### src/rtl/bin_to_bcd_sequencer.sv
// Feeds a parallel binary word MSB-first into a serial shift-add-3 BCD converter, then captures its result.
// Define BCD_SEQ_CLEAR_EN to prefix each conversion with a 4*DIGITS-cycle zero flush of the converter.
module bin_to_bcd_sequencer #(
  parameter int WIDTH  = 32,
  parameter int DIGITS = 11
) (
  input  logic                  Clk,
  input  logic                  Reset,
  input  logic                  start,
  input  logic [WIDTH-1:0]      bin_in,
  output logic                  busy,
  output logic                  bit_out,
  output logic                  shift_en,
  input  logic [4*DIGITS-1:0]   bcd_in,
  output logic [4*DIGITS-1:0]   bcd_out,
  output logic                  done
);

`ifdef BCD_SEQ_CLEAR_EN
  localparam int CLEAR_LEN = 4 * DIGITS;
  localparam int CNT_MAX   = (CLEAR_LEN > WIDTH) ? CLEAR_LEN : WIDTH;
  typedef enum logic [1:0] {IDLE, CLEAR, SHIFT, CAPTURE} state_t;
`else
  localparam int CNT_MAX   = WIDTH;
  typedef enum logic [1:0] {IDLE, SHIFT, CAPTURE} state_t;
`endif
  localparam int CW = $clog2(CNT_MAX + 1);

  state_t           state;
  logic [CW-1:0]    cnt;
  logic [WIDTH-1:0] sreg;

  always_ff @(posedge Clk) begin
    if (Reset) begin
      state    <= IDLE;
      cnt      <= '0;
      sreg     <= '0;
      busy     <= 1'b0;
      bit_out  <= 1'b0;
      shift_en <= 1'b0;
      bcd_out  <= '0;
      done     <= 1'b0;
    end else begin
      case (state)
        IDLE: begin
          done <= 1'b0;
          if (start) begin
            busy     <= 1'b1;
            shift_en <= 1'b1;
`ifdef BCD_SEQ_CLEAR_EN
            state    <= CLEAR;
            cnt      <= CW'(CLEAR_LEN);
            sreg     <= bin_in;
            bit_out  <= 1'b0;
`else
            // First operand bit goes out in the very next cycle.
            state    <= SHIFT;
            cnt      <= CW'(WIDTH);
            sreg     <= {bin_in[WIDTH-2:0], 1'b0};
            bit_out  <= bin_in[WIDTH-1];
`endif
          end
        end
`ifdef BCD_SEQ_CLEAR_EN
        CLEAR: begin
          if (cnt == CW'(1)) begin
            state   <= SHIFT;
            cnt     <= CW'(WIDTH);
            bit_out <= sreg[WIDTH-1];
            sreg    <= {sreg[WIDTH-2:0], 1'b0};
          end else begin
            cnt     <= cnt - CW'(1);
            bit_out <= 1'b0;
          end
        end
`endif
        SHIFT: begin
          if (cnt == CW'(1)) begin
            state    <= CAPTURE;
            cnt      <= '0;
            shift_en <= 1'b0;
            bit_out  <= 1'b0;
          end else begin
            cnt     <= cnt - CW'(1);
            bit_out <= sreg[WIDTH-1];
            sreg    <= {sreg[WIDTH-2:0], 1'b0};
          end
        end
        CAPTURE: begin
          // Converter output now reflects the final shift.
          bcd_out <= bcd_in;
          done    <= 1'b1;
          busy    <= 1'b0;
          state   <= IDLE;
        end
        default: begin
          state <= IDLE;
        end
      endcase
    end
  end

endmodule

### config.mk
export PLATFORM = sky130hd
export DESIGN_NAME = bin_to_bcd_sequencer
export DESIGN_NICKNAME = d
export VERILOG_FILES = /design/src/rtl/bin_to_bcd_sequencer.sv
export SDC_FILE = /design/constraint.sdc
export NUM_CORES = 1
export LEC_CHECK = 0
export ABC_AREA = 1
export CAP_MARGIN = 20
export CORE_AREA = 3 3 91 93
export DETAILED_ROUTE_END_ITERATION = 10
export DIE_AREA = 0 0 94 96
export DONT_BUFFER_PORTS = 1
export PLACE_DENSITY = 0.67
export SYNTH_ARGS = -nofsm -noshare
export SYNTH_HDL_FRONTEND = slang
export SYNTH_SLANG_ARGS = --single-unit
### constraint.sdc
create_clock -name Clk -period 1.2 [get_ports Clk]
set_input_delay 0.18 -clock Clk [delete_from_list [all_inputs] [get_ports Clk]]
set_output_delay 0.18 -clock Clk [all_outputs]
set_load 0.01 [all_outputs]
# After elaboration in Yosys (flattened, before gate mapping)
# Index checks and enable logic that the tools add are counted.
[totals]
in_bits = 79
word_cells = 40
out_inout_bits = 48
ff_bits = 88
[classes]
n_reduce_logical = 8
eq_ne = 6
mux = 17
add_sub_neg = 1
[op_table]
columns = ["cell", "n"]
rows = [
  ["2-to-1 mux 32 bit", 2],
  ["case mux 32 bit (2 select lines)", 1],
  ["2-to-1 mux 6 bit", 2],
  ["case mux 6 bit (2 select lines)", 1],
  ["case mux 1 bit (2 select lines)", 4],
  ["equality test 6 x 1 -> 1 bit, second input constant", 1],
  ["!= test 2 bit, second input constant", 3],
  ["AND reduction 2 bit", 3],
  ["AND reduction 3 bit", 2],
  ["subtractor 6 x 1 -> 6 bit, second input constant", 1],
  ["2-to-1 mux 1 bit", 4],
  ["2-to-1 mux 2 bit", 2],
  ["case mux 2 bit (2 select lines)", 1],
  ["nonzero test 2 bit", 2],
  ["equality test 2 x 1 -> 1 bit, second input constant", 1],
  ["equality test 2 bit, second input constant", 1],
  ["zero test 2 bit", 1],
]

# Longest topological paths before layout
# Gate-level depths: netlist of the first run.
[logic_depth]
depth_word = 3
depth_mapped = 8

# Worst setup path after synthesis of the first run
# No wires, ideal clock.
[synth_timing]
path_kind = "register to register"
startpoint = "reg cnt[1]"
endpoint = "reg sreg[12]"
path_stages_with_launch = 8
slack_ps = -35
required_ps = 1086
t_arrival_ps = 1121
cell_sequence = "dfxtp_1 > inv_1 > ha_1 > nand3_2 > nand2_4 > buf_2 > a21oi_1 > nor2_1"
[synth_between]
elab_chain_cells = 3
[synth_rtl]
columns = ["element", "line_no", "rtl"]
rows = [
  ["start: declaration", "30", "logic [CW-1:0] cnt;"],
  ["start signal: assignment", "58", "cnt <= CW'(WIDTH);"],
  ["start signal: assignment", "84", "cnt <= cnt - CW'(1);"],
  ["equality test 6 x 1 -> 1 bit", "78", "if (cnt == CW'(1)) begin"],
  ["!= test 2 bit (no line)", "-", ""],
  ["AND reduction 3 bit (no line)", "-", ""],
  ["end signal: assignment", "59", "sreg <= {bin_in[WIDTH-2:0], 1'b0};"],
  ["end signal: assignment", "86", "sreg <= {sreg[WIDTH-2:0], 1'b0};"],
  ["end: declaration", "31", "logic [WIDTH-1:0] sreg;"],
]
# Every way passes these cells.
# A chain may end at the register's enable or synchronous reset.

# Worst setup path after layout of the first run
[layout_timing]
startpoint = "reg state[0]"
endpoint = "reg sreg[26]"
[layout_between]
elab_chain_cells = 3
elab_cells_between_ends = 7
classes_between = "eq/ne: 3; mux: 1; reduce/logical: 3"
[layout_rtl]
columns = ["element", "line_no", "rtl"]
rows = [
  ["start: declaration", "29", "state_t state;"],
  ["start signal: assignment", "35", "state <= IDLE;"],
  ["start signal: assignment", "57", "state <= SHIFT;"],
  ["start signal: assignment", "79", "state <= CAPTURE;"],
  ["equality test 2 x 1 -> 1 bit / zero test 2 bit (equally long branches)", "44", "case (state)"],
  ["!= test 2 bit (no line) / nonzero test 2 bit (equally long branches)", "-", ""],
  ["AND reduction 3 bit (no line)", "-", ""],
]
# Parallel ways exist; a longest one is shown, timed or not.

==> parameters.txt, run 1 <==
Parameter                              Value

CTS
  Number of clock sinks ... 87
  Deepest level of the CTS H-tree ... 3
  Clock latency at the later pin of the worst-skew pair ... 0.35 ns
  Post-CTS clock slew at the launch and capture registers of the worst setup and hold paths ... 0.10 ns
  Total CTS buffers ... 9
  Worst-case clock buffer depth ... 2
  CTS tree ... yes
  Buffer type at the clock tree root ... sky130_fd_sc_hd__clkbuf_8

Timing
  Worst Slack Setup Final ... -0.0960 ns
  Final min period ... 1.30 ns
  Clock Skews ... ~0.012 ns
  Tightest Pin Transition ... 0.353 ns
  Final hold violations ... 0
  Share of the clock period used by the worst path ... 1.08
  Slew Limit Headroom ... 0.764
  Unrepaired setup endpoints after global routing ... true
  Highest attainable clock frequency ... 772 MHz
  Final max-slew violation count ... 0
  Final Setup Violations ... 66

Global route
  Global route total overflow ... 0
  First-pass GRT wire length ... around 17000 µm
  Maximum number of pins on one net before global-route repair ... a little over 40
  Via count of the first global-routing pass ... between 3000 and 4000
  GR Util All Layers ... 0.228
  Initial antenna violation count ... 0

Floorplanning
  Initial cell density of the core ... 0.495
  Floorplan row count ... 32
  Width of the die ... roughly 94 µm
  Die Span Y ... 96 µm
  Num ports ... ~130
  Overall die area ... 9020 µm²
  Core area ... about 7600 µm²

Cells and area
  Cell area after layout ... 5410 µm²
  Ant diodes ... 0
  Ratio of cells with drive above 1 in the final layout ... 0.233
  Leading cell types in the layout, fill and taps excluded ... sky130_fd_sc_hd__nor2_1, sky130_fd_sc_hd__dfxtp_1, sky130_fd_sc_hd__nand2_1, sky130_fd_sc_hd__dlygate4sd3_1, sky130_fd_sc_hd__o21ai_0
  Layout Nets ... 695
  Area growth from synthesis to layout ... 43.5%
  Most common library cell in the layout ignoring fill and taps ... sky130_fd_sc_hd__nor2_1

Power
  Peak supply drop ... 0.896 mV
  Share of total power in combinational logic ... 0.246
  Sw Share ... 0.315
  Part of the total power dissipated in the clock network ... 0.295
  Power Dens Cells ... 1280 nW/µm²
  Fraction of power consumed by sequential logic ... 0.459
  Lkg Pwr ... 2.39 nW
  Cell-internal power ... 4.74 mW
  Final total power ... 6.91 mW
  Switching power summed over all nets ... approximately 2.2 mW

Routing
  Average wire per standard cell ... ~16 µm
  First drt pass iteration count ... 5
  Vias after detailed routing ... 3825
  Via-per-instance ratio ... 5.31
  Detailed Route WL ... around 11000 µm
  Count of antenna-violating nets left after detailed routing ... 0
  Final routed DRC violation total ... 0
  Number of DRC markers in iteration 0 ... ~210

Yosys
  Number of distinct library cells after synthesis ... 25
  Proportion of synthesized chip area in sequential cells ... 0.462
  Synthesized netlist cell count ... ~530
  Synthesized Nets ... 614
  Post-synthesis cell area ... 3770 µm²
  Synthesis Warnings ... 0
  Synthesized area per cell ... 7.07 µm²
  Flops & latches, synth ... 87

Place
  RePlAce Congestion ... 0.806
  PortBufs ... 0
  Post-Place Cell Area ... slightly above 4000 µm²
  DP Wirelength ... 6150 µm

Run status
  Violations in the final reports ... setup timing
  Status ... finished with violations

Hold path
  Worst hold path type ... in -> reg
  Worst Hold Path Cells ... 2
  Startpoint of the lowest-slack hold path ... bin_in[31]
  Hold EP ... bit_out

Worst setup path
  Cell with the largest stage delay on the worst path ... sky130_fd_sc_hd__dfxtp_2
  Sort of element at the end of the critical path ... register
  Cells traversed along the worst timing path ... inv_2 -> nor2_4 -> buf_12 -> nand2_8 -> clkbuf_16 -> a21oi_1 -> nor2_1
  Setup slack, reg-to-reg ... -0.1 ns
  Critical path origin ... state[0]
  Cells on worst reg2reg path ... 7
  Endpoint arrival time on the critical path ... 1.54 ns
  Kind of critical path ... reg -> reg
  Cell family with most CP delay ... buffers and inverters
  Worst reg2reg path endpoint ... sreg[26]
  Buffer and inverter count on the worst path ... 3
  Setup crit start kind ... register
  Critical Path Max Stage Delay ... 0.36 ns
  Critical Path RT ... 1.45 ns
  R2R Path Start ... state[0]
  Critical path fanouts, max ... 7

Flow run
  Max-cap viol count ... 0
==> synthesized netlist by cell type, drive strengths merged <==
master	n	share of area
nand2	79	0.081
nor2	128	0.13
a21oi	40	0.053
nand3	38	0.052
nor3	2	0.0027
nand4	2	0.0033
clkbuf	14	0.014
ha	2	0.0066
dfxtp	87	0.46
o21ai	78	0.10
buf	21	0.044
clkinv	1	0.0010
inv	39	0.040
nand3b	2	0.0040
==> power by group through the flow <==
stage | clock network (mW) | registers (mW) | logic (mW)
detailed placement | 0 | 3.23 | 1.13
finish | 2.04 | 3.17 | 1.70
global placement | 0 | 3.22 | 1.09
CTS | 2.09 | 3.17 | 1.39
global route | 2.21 | 3.19 | 1.87
floorplan | 0 | 3.22 | 0.857
==> metrics by stage <==
stage | hold WS, ns | instances | util | TNS (ns) | setup WS, ns
detailed placement | 0.251 | 634 | 0.537 | -1.28 | -0.0603
global placement | 0.250 | 634 | 0.537 | -0.288 | -0.0205
global route | 0.0899 | 721 | 0.711 | -7.47 | -0.159
finish | 0.0573 | 721 | 0.711 | -2.71 | -0.0960
CTS | 0.0365 | 701 | 0.646 | -1.06 | -0.0631
floorplan | 0.315 | 533 | - | 0 | 0.00177
==> layout make-up <==
class                      count  area, µm²
clock buffer                   9        124
clock inverter                 7       71.3
fill                         589       2200
inverter                      40        158
multi-input combinational    372       1930
sequential                    87       1750
tap                          102        128
timing repair buffer         103       1240
timing repair inverter         1       6.26
==> logic make-up (layout without fill, tap and decap cells) <==
family | count (synthesis) | count (layout) | synth area share
flip-flops | 87 | 87 | 0.462
AND/OR/NAND/NOR | 251 | 252 | 0.275
buffers and inverters | 75 | 160 | 0.0980
AO/OA/AOI/OAI | 118 | 118 | 0.158
adder cells (fa/ha/maj) | 2 | 2 | 0.00664
==> how the worst max path moves through the flow <==
stage	endpoint	slack [ns]	cells past startpoint
2_1_floorplan	sreg[24]	0.002	8
3_3_place_gp	sreg[16]	-0.02	8
3_5_place_dp	sreg[31]	-0.06	8
4_1_cts	sreg[31]	-0.06	7
5_1_grt	sreg[20]	-0.16	7
6_report	sreg[26]	-0.1	7
==> timing repair <==
item                                    CTS  global route
gates resized for setup                  23            54
pin swaps                                 1            15
hold buffers                             47             0
hold endpoints to repair                 51             0
endpoints found under the setup margin   38            72
setup buffers                             2             9
cloned                                    2            12
==> routing by layer <==
metal | share of wire | wire length (µm) | vias to the layer above | track usage
li1 | - | - | 1882 | -
met4 | 0.019 | 212 | 0 | 0.0698
met2 | 0.50 | 5760 | 141 | 0.396
met5 | 0 | 0 | - | 0
met1 | 0.39 | 4510 | 1785 | 0.274
met3 | 0.083 | 945 | 17 | 0.0649
==> state kept, by name, summed over array words and instances, names as in the netlist <==
name	flops
shift_en	1
bcd_out	44
sreg	31
done	1
bit_out	1
busy	1
state	2
cnt	6
No activity file was read; power rests on OpenSTA's default activity.
==> run 2, diff against run 1 <==
--- a/config.mk
+++ b/config.mk
@@ -11,6 +11,7 @@
 export DETAILED_ROUTE_END_ITERATION = 10
 export DIE_AREA = 0 0 94 96
 export DONT_BUFFER_PORTS = 1
+export MAX_ROUTING_LAYER = met4
 export PLACE_DENSITY = 0.67
 export SYNTH_ARGS = -nofsm -noshare
 export SYNTH_HDL_FRONTEND = slang
==> constraint.sdc (replaced) <==
create_clock -name Clk -period 1.1 [get_ports Clk]
set_input_delay 0.165 -clock Clk [delete_from_list [all_inputs] [get_ports Clk]]
set_output_delay 0.165 -clock Clk [all_outputs]
set_load 0.01 [all_outputs]
==> run 2 against run 1 <==
- critical path depth shrank 1
- non-clock buffer count shrank 15
- the run still ends with setup timing left
- wire length down 4.6%
- setup slack worse by 0.11 ns
- via count decreased by 2.9%
==> parameters.txt, run 2 (synthesis gave the netlist of run 1 again) <==
Parameter                              Value

Cells and area
  Ant diodes ... 0 (unchanged)
  Ratio of cells with drive above 1 in the final layout ... 0.231 (was 0.233)
  Area growth from synthesis to layout ... 38.2% (was 43.5%)
  Cell area after layout ... 5210 µm² (was 5410 µm²)
  Most common library cell in the layout ignoring fill and taps ... sky130_fd_sc_hd__nor2_1 (unchanged)
  Layout Nets ... 678 (was 695)
  Post-route insts no fill ... 704 (was 721)
  Leading cell types in the layout, fill and taps excluded ... sky130_fd_sc_hd__nor2_1, sky130_fd_sc_hd__dfxtp_1, sky130_fd_sc_hd__nand2_1, sky130_fd_sc_hd__dlygate4sd3_1 (was sky130_fd_sc_hd__nor2_1, sky130_fd_sc_hd__dfxtp_1, sky130_fd_sc_hd__nand2_1, sky130_fd_sc_hd__dlygate4sd3_1, sky130_fd_sc_hd__o21ai_0)
  Final standard cell utilization of the core ... 0.684 (was 0.711)
  Largest Register ... bcd_out (unchanged)
  Max FFs per register ... 44 (unchanged)
  Registers with the highest flip-flop counts ... bcd_out (44), sreg (31), cnt (6) (unchanged)

Place
  Post-Place Cell Area ... 4050 µm² (was 4090 µm²)
  Worst slack after detailed placement ... -0.134 ns (was -0.0603 ns)
  RePlAce Congestion ... 0.846 (was 0.806)
  Cell count after placement ... 632 (was 634)
  PortBufs ... 0 (unchanged)
  DP Wirelength ... 6060 µm (was 6150 µm)

Run status
  Status ... finished with violations (unchanged)
  Violations in the final reports ... setup timing (unchanged)

Power
  Lkg Pwr ... 2.29 nW (was 2.39 nW)
  Peak supply drop ... 1.05 mV (was 0.896 mV)
  Power Dens Cells ... 1500 nW/µm² (was 1280 nW/µm²)

Floorplanning
  Num ports ... 127 (unchanged)
  Overall die area ... 9020 µm² (unchanged)
  Width of the die ... 94 µm (unchanged)
  Floorplan row count ... 32 (unchanged)
  Initial cell density of the core ... 0.495 (unchanged)
  Die Span Y ... 96 µm (unchanged)
  Core area ... 7610 µm² (unchanged)

Routing
  Detailed Route WL ... 10900 µm (was 11400 µm)
  First drt pass iteration count ... 4 (was 5)
  Count of antenna-violating nets left after detailed routing ... 0 (unchanged)
  Number of DRC markers in iteration 0 ... 126 (was 212)
  Vias after detailed routing ... 3714 (was 3825)
  Final routed DRC violation total ... 0 (unchanged)
  Average wire per standard cell ... 15.5 µm (was 15.8 µm)
  Via-per-instance ratio ... 5.28 (was 5.31)

Worst setup path
  Setup slack, reg-to-reg ... -0.21 ns (was -0.1 ns)
  Setup crit start kind ... register (unchanged)
  Critical path fanouts, max ... 13 (was 7)
  Worst reg2reg path endpoint ... bcd_out[25] (was sreg[26])
  Sort of element at the end of the critical path ... register (unchanged)
  Kind of critical path ... reg -> reg (unchanged)
  Endpoint arrival time on the critical path ... 1.56 ns (was 1.54 ns)
  R2R Path Start ... state[1] (was state[0])
  Critical Path RT ... 1.34 ns (was 1.45 ns)
  Cells on worst reg2reg path ... 6 (was 7)

Global route
  Global route total overflow ... 0 (unchanged)
  Via count of the first global-routing pass ... 3621 (was 3567)
  GR Util met1 ... 0.286 (was 0.274)
  First-pass GRT wire length ... 17500 µm (was 16500 µm)
  Initial antenna violation count ... 0 (unchanged)
  GR Util All Layers ... 0.251 (was 0.228)
  GRT busiest layer ... met2 (unchanged)
  Maximum number of pins on one net before global-route repair ... 45 (was 41)
  GR Layer Usage met2 ... 0.411 (was 0.396)
  GRT met3 Usage ... 0.0704 (was 0.0649)

Timing
  Clock Skews ... 0.0103 ns (was 0.0115 ns)
  Unrepaired setup endpoints after global routing ... true (unchanged)
  Final hold violations ... 0 (unchanged)
  Share of the clock period used by the worst path ... 1.19 (was 1.08)
  Highest attainable clock frequency ... 763 MHz (was 772 MHz)
  Final min period ... 1.31 ns (was 1.30 ns)
  Tightest Pin Transition ... 0.340 ns (was 0.353 ns)
  Slew Limit Headroom ... 0.773 (was 0.764)
  Worst Slack Setup Final ... -0.211 ns (was -0.0960 ns)
  Final Setup Violations ... 83 (was 66)
  Final max-slew violation count ... 0 (unchanged)

CTS
  Buffer type at the clock tree root ... sky130_fd_sc_hd__clkbuf_8 (unchanged)
  Worst-case clock buffer depth ... 2 (unchanged)
  Clock latency at the later pin of the worst-skew pair ... 0.35 ns (about the same)
  Total CTS buffers ... 9 (unchanged)
  Number of clock sinks ... 87 (unchanged)
  Post-CTS clock slew at the launch and capture registers of the worst setup and hold paths ... 0.09 ns (was 0.10 ns)
  CTS tree ... yes (unchanged)
  Deepest level of the CTS H-tree ... 3 (unchanged)

Hold path
  Hold EP ... sreg[2] (was bit_out)
  Worst Hold Path Cells ... 4 (was 2)
  Worst hold path type ... in -> reg (unchanged)
  Startpoint of the lowest-slack hold path ... bin_in[1] (was bin_in[31])

Flow run
  Max-cap viol count ... 0 (unchanged)
run 2: power by group:
part	switching, mW	leakage, nW	internal, mW	total, mW
clock network	1.20	0.124	1.59	2.79
registers	0.101	0.713	3.35	3.45
logic	0.855	1.46	0.727	1.58
total	2.16	2.29	5.67	7.83
run 2: worst max path at each step:
| stage | from | to | slack (ns) |
|---|---|---|---|
| final | state[1] | bcd_out[25] | -0.21 |
| after floorplan | state[0] | sreg[24] | -0.07 |
| after global routing | state[1] | bcd_out[25] | -0.27 |
| after detailed placement | cnt[1] | sreg[28] | -0.13 |
| after global placement | cnt[3] | sreg[29] | -0.11 |
| after CTS | cnt[1] | sreg[27] | -0.14 |
run 2: cell type report:
class                           count  area, µm²
Clock buffer                       10        138
Tap cell                          102        128
Timing Repair Buffer               88        993
Multi-Input combinational cell    371       1930
Sequential cell                    87       1750
Inverter                           40        155
Clock inverter                      6        115
Fill cell                         587       2400
run 2: metal layers:
metal	share of wire	wire length, µm
met3	0.070	759
met2	0.51	5580
met1	0.39	4290
met4	0.025	272
met5	0	0
run 2: critical path, cell delays in order, from the launching register on:
cell	delay (ns)
sky130_fd_sc_hd__dfxtp_4	0.38
sky130_fd_sc_hd__inv_1	0.07
sky130_fd_sc_hd__nor2_4	0.19
sky130_fd_sc_hd__inv_4	0.08
sky130_fd_sc_hd__bufbuf_16	0.29
sky130_fd_sc_hd__nor2_2	0.13
sky130_fd_sc_hd__nor2_1	0.06
run 2: through the flow:
step / setup TNS, ns / total power [mW] / hold WS (ns)
after floorplan: -2.14 / 4.46 / 0.300
after global placement: -4.08 / 4.69 / 0.230
after detailed placement: -6.17 / 4.74 / 0.232
after CTS: -8.17 / 7.73 / 0.0186
after global routing: -15.73 / 8.19 / 0.0554
final: -9.47 / 7.83 / 0.0454
run 2: repair_timing:
item                                    CTS  global route
endpoints found under the setup margin   83            86
pin swaps                                 4             3
gates resized for setup                  54            36
cloned                                    2             1
buffers inserted                          9             0
endpoints found under the hold margin    51             0
hold buffers                             47             0
==> run 3, diff against run 2 <==
--- a/config.mk
+++ b/config.mk
@@ -11,7 +11,6 @@
 export DETAILED_ROUTE_END_ITERATION = 10
 export DIE_AREA = 0 0 94 96
 export DONT_BUFFER_PORTS = 1
-export MAX_ROUTING_LAYER = met4
 export PLACE_DENSITY = 0.67
 export SYNTH_ARGS = -nofsm -noshare
 export SYNTH_HDL_FRONTEND = slang
==> run 3 against run 2 <==
- the flow still finishes with violations (setup timing)
- utilization rose by 0.13 points
- clock skew about the same
- die area did not move
- power hardly changed
==> parameters.txt, run 3 (synthesis gave the netlist of run 1 again) <==
Parameter                              Value

Timing
  Worst Slack Setup Final ... -0.205 ns (was -0.211 ns)
  Final min period ... 1.31 ns (about the same)
  Unrepaired setup endpoints after global routing ... true (unchanged)
  Final hold violations ... 0 (unchanged)
  Slew Limit Headroom ... 0.772 (was 0.773)
  Final Setup Violations ... 83 (unchanged)
  Post-route setup TNS ... -9.22 ns (was -9.47 ns)
  Tightest Pin Transition ... 0.340 ns (about the same)
  Clock Skews ... 0.00990 ns (was 0.0103 ns)
  Share of the clock period used by the worst path ... 1.19 (about the same)
  Final max-slew violation count ... 0 (unchanged)
  Highest attainable clock frequency ... 766 MHz (was 763 MHz)
  Final hold slack ... 0.0463 ns (was 0.0454 ns)

Power
  Switching power summed over all nets ... 2.16 mW (about the same)
  Fraction of power consumed by sequential logic ... 0.441 (about the same)
  Part of the total power dissipated in the clock network ... 0.356 (was 0.357)
  Final total power ... 7.83 mW (about the same)
  Power Dens Cells ... 1500 nW/µm² (about the same)
  Sw Share ... 0.276 (about the same)
  Peak supply drop ... 1.05 mV (about the same)
  Cell-internal power ... 5.67 mW (about the same)
  Share of total power in combinational logic ... 0.203 (was 0.202)
  Lkg Pwr ... 2.30 nW (was 2.29 nW)

Cells and area
  Max FFs per register ... 44 (unchanged)
  Leading cell types in the layout, fill and taps excluded ... sky130_fd_sc_hd__nor2_1, sky130_fd_sc_hd__dfxtp_1, sky130_fd_sc_hd__nand2_1, sky130_fd_sc_hd__dlygate4sd3_1 (unchanged)
  Cell area after layout ... 5220 µm² (was 5210 µm²)
  Area growth from synthesis to layout ... 38.5% (was 38.2%)
  Most common library cell in the layout ignoring fill and taps ... sky130_fd_sc_hd__nor2_1 (unchanged)
  Registers with the highest flip-flop counts ... bcd_out (44), sreg (31), cnt (6) (unchanged)
  Layout Nets ... 678 (unchanged)
  Largest Register ... bcd_out (unchanged)
  Ratio of cells with drive above 1 in the final layout ... 0.234 (was 0.231)
  Ant diodes ... 0 (unchanged)

Floorplanning
  Core area ... 7610 µm² (unchanged)
  Initial cell density of the core ... 0.495 (unchanged)
  Die Span Y ... 96 µm (unchanged)
  Overall die area ... 9020 µm² (unchanged)
  Floorplan row count ... 32 (unchanged)
  Num ports ... 127 (unchanged)
  Width of the die ... 94 µm (unchanged)

CTS
  Number of clock sinks ... 87 (unchanged)
  Worst-case clock buffer depth ... 2 (unchanged)
  Buffer type at the clock tree root ... sky130_fd_sc_hd__clkbuf_8 (unchanged)
  Clock latency at the later pin of the worst-skew pair ... 0.35 ns (about the same)
  CTS tree ... yes (unchanged)
  Deepest level of the CTS H-tree ... 3 (unchanged)
  Post-CTS clock slew at the launch and capture registers of the worst setup and hold paths ... 0.09 ns (about the same)
  Total CTS buffers ... 9 (unchanged)

Routing
  Number of DRC markers in iteration 0 ... 137 (was 126)
  Via-per-instance ratio ... 5.31 (was 5.28)
  Average wire per standard cell ... 15.6 µm (was 15.5 µm)
  First drt pass iteration count ... 5 (was 4)
  Detailed Route WL ... 11000 µm (was 10900 µm)
  Count of antenna-violating nets left after detailed routing ... 0 (unchanged)
  Vias after detailed routing ... 3736 (was 3714)
  Final routed DRC violation total ... 0 (unchanged)

Global route
  First-pass GRT wire length ... 17400 µm (was 17500 µm)
  Maximum number of pins on one net before global-route repair ... 45 (unchanged)
  GR Util All Layers ... 0.244 (was 0.251)
  Via count of the first global-routing pass ... 3632 (was 3621)
  Global route total overflow ... 0 (unchanged)
  Initial antenna violation count ... 0 (unchanged)

Worst setup path
  Cell with the largest stage delay on the worst path ... sky130_fd_sc_hd__dfxtp_4 (unchanged)
  Worst reg2reg path endpoint ... bcd_out[25] (unchanged)
  Critical Path Max Stage Delay ... 0.38 ns (about the same)
  Buffer and inverter count on the worst path ... 3 (unchanged)
  Cells traversed along the worst timing path ... inv_1 -> nor2_4 -> inv_4 -> bufbuf_16 -> nor2_2 -> nor2_1 (unchanged)
  Critical path origin ... state[1] (unchanged)
  Cell family with most CP delay ... buffers and inverters (unchanged)
  Setup slack, reg-to-reg ... -0.21 ns (about the same)
  Endpoint arrival time on the critical path ... 1.55 ns (was 1.56 ns)
  Critical Path RT ... 1.34 ns (about the same)
  Critical path fanouts, max ... 13 (unchanged)
  Endpoint of the most critical setup path ... bcd_out[25] (unchanged)
  Sort of element at the end of the critical path ... register (unchanged)
  Cells on worst reg2reg path ... 6 (unchanged)
  Stages on the worst setup path ... 6 (unchanged)
  Kind of critical path ... reg -> reg (unchanged)
  Setup crit start kind ... register (unchanged)
  R2R Path Start ... state[1] (unchanged)

Place
  DP Wirelength ... 6060 µm (unchanged)
  PortBufs ... 0 (unchanged)
  Post-Place Cell Area ... 4050 µm² (unchanged)
  RePlAce Congestion ... 0.834 (was 0.846)

Hold path
  Worst hold path type ... in -> reg (unchanged)

Flow run
  Max-cap viol count ... 0 (unchanged)

Run status
  Status ... finished with violations (unchanged)
  Violations in the final reports ... setup timing (unchanged)
[run 3: cell counts in the layout (fill, tap and decap cells not counted)]
No cell type changed its count.
[run 3: worst min-delay path: stages]
cell and delay (ns):
sky130_fd_sc_hd__nand2_2 0.03, sky130_fd_sc_hd__nand2_1 0.06, sky130_fd_sc_hd__a21oi_2 0.03, sky130_fd_sc_hd__nor2_1 0.06
[run 3: final cells by class]
| type | instances | area [µm²] |
|---|---|---|
| Clock inverter | 6 | 115 |
| Tap cell | 102 | 128 |
| Multi-Input combinational cell | 371 | 1940 |
| Inverter | 40 | 155 |
| Sequential cell | 87 | 1750 |
| Clock buffer | 10 | 138 |
| Fill cell | 588 | 2390 |
| Timing Repair Buffer | 88 | 993 |
[run 3: power by group through the flow]
stage	logic [mW]	registers (mW)	clock network, mW
after detailed placement	1.21	3.53	0
after global placement	1.17	3.52	0
final	1.59	3.45	2.79
after CTS	1.46	3.45	2.82
after global routing	1.77	3.48	2.95
after floorplan	0.947	3.51	0
[run 3: worst min path at each step]
stage                    start    endpoint  slack (ns)  cells past startpoint
floorplan            bcd_in[5]  bcd_out[5]        0.30                      2
global placement         Reset    state[0]        0.23                      1
detailed placement       Reset    state[0]        0.23                      1
CTS                  bin_in[1]     sreg[2]        0.02                      4
global route        bin_in[27]    sreg[28]        0.06                      4
finish               bin_in[1]     sreg[2]        0.05                      4
[run 3: per-layer routing]
| metal | up-vias | GRT usage | part of all wire |
|---|---|---|---|
| li1 | 1834 | - | - |
| met1 | 1735 | 0.281 | 0.40 |
| met2 | 141 | 0.412 | 0.50 |
| met3 | 26 | 0.0758 | 0.073 |
| met4 | 0 | 0.117 | 0.027 |
| met5 | - | 0 | 0 |
[run 3: through the flow]
| stage | util | setup WS, ns | cells |
|---|---|---|---|
| after floorplan | - | -0.0703 | 533 |
| after global placement | 0.533 | -0.107 | 632 |
| after detailed placement | 0.533 | -0.134 | 632 |
| after CTS | 0.669 | -0.140 | 705 |
| after global routing | 0.686 | -0.266 | 704 |
| final | 0.686 | -0.205 | 704 |
[run 3: repair_timing]
action	in CTS	in global routing
pin swaps	4	3
hold endpoints to repair	51	0
setup buffers	9	0
hold buffers	47	0
setup endpoints to repair	83	86
cloned	2	1
resized for setup	54	38
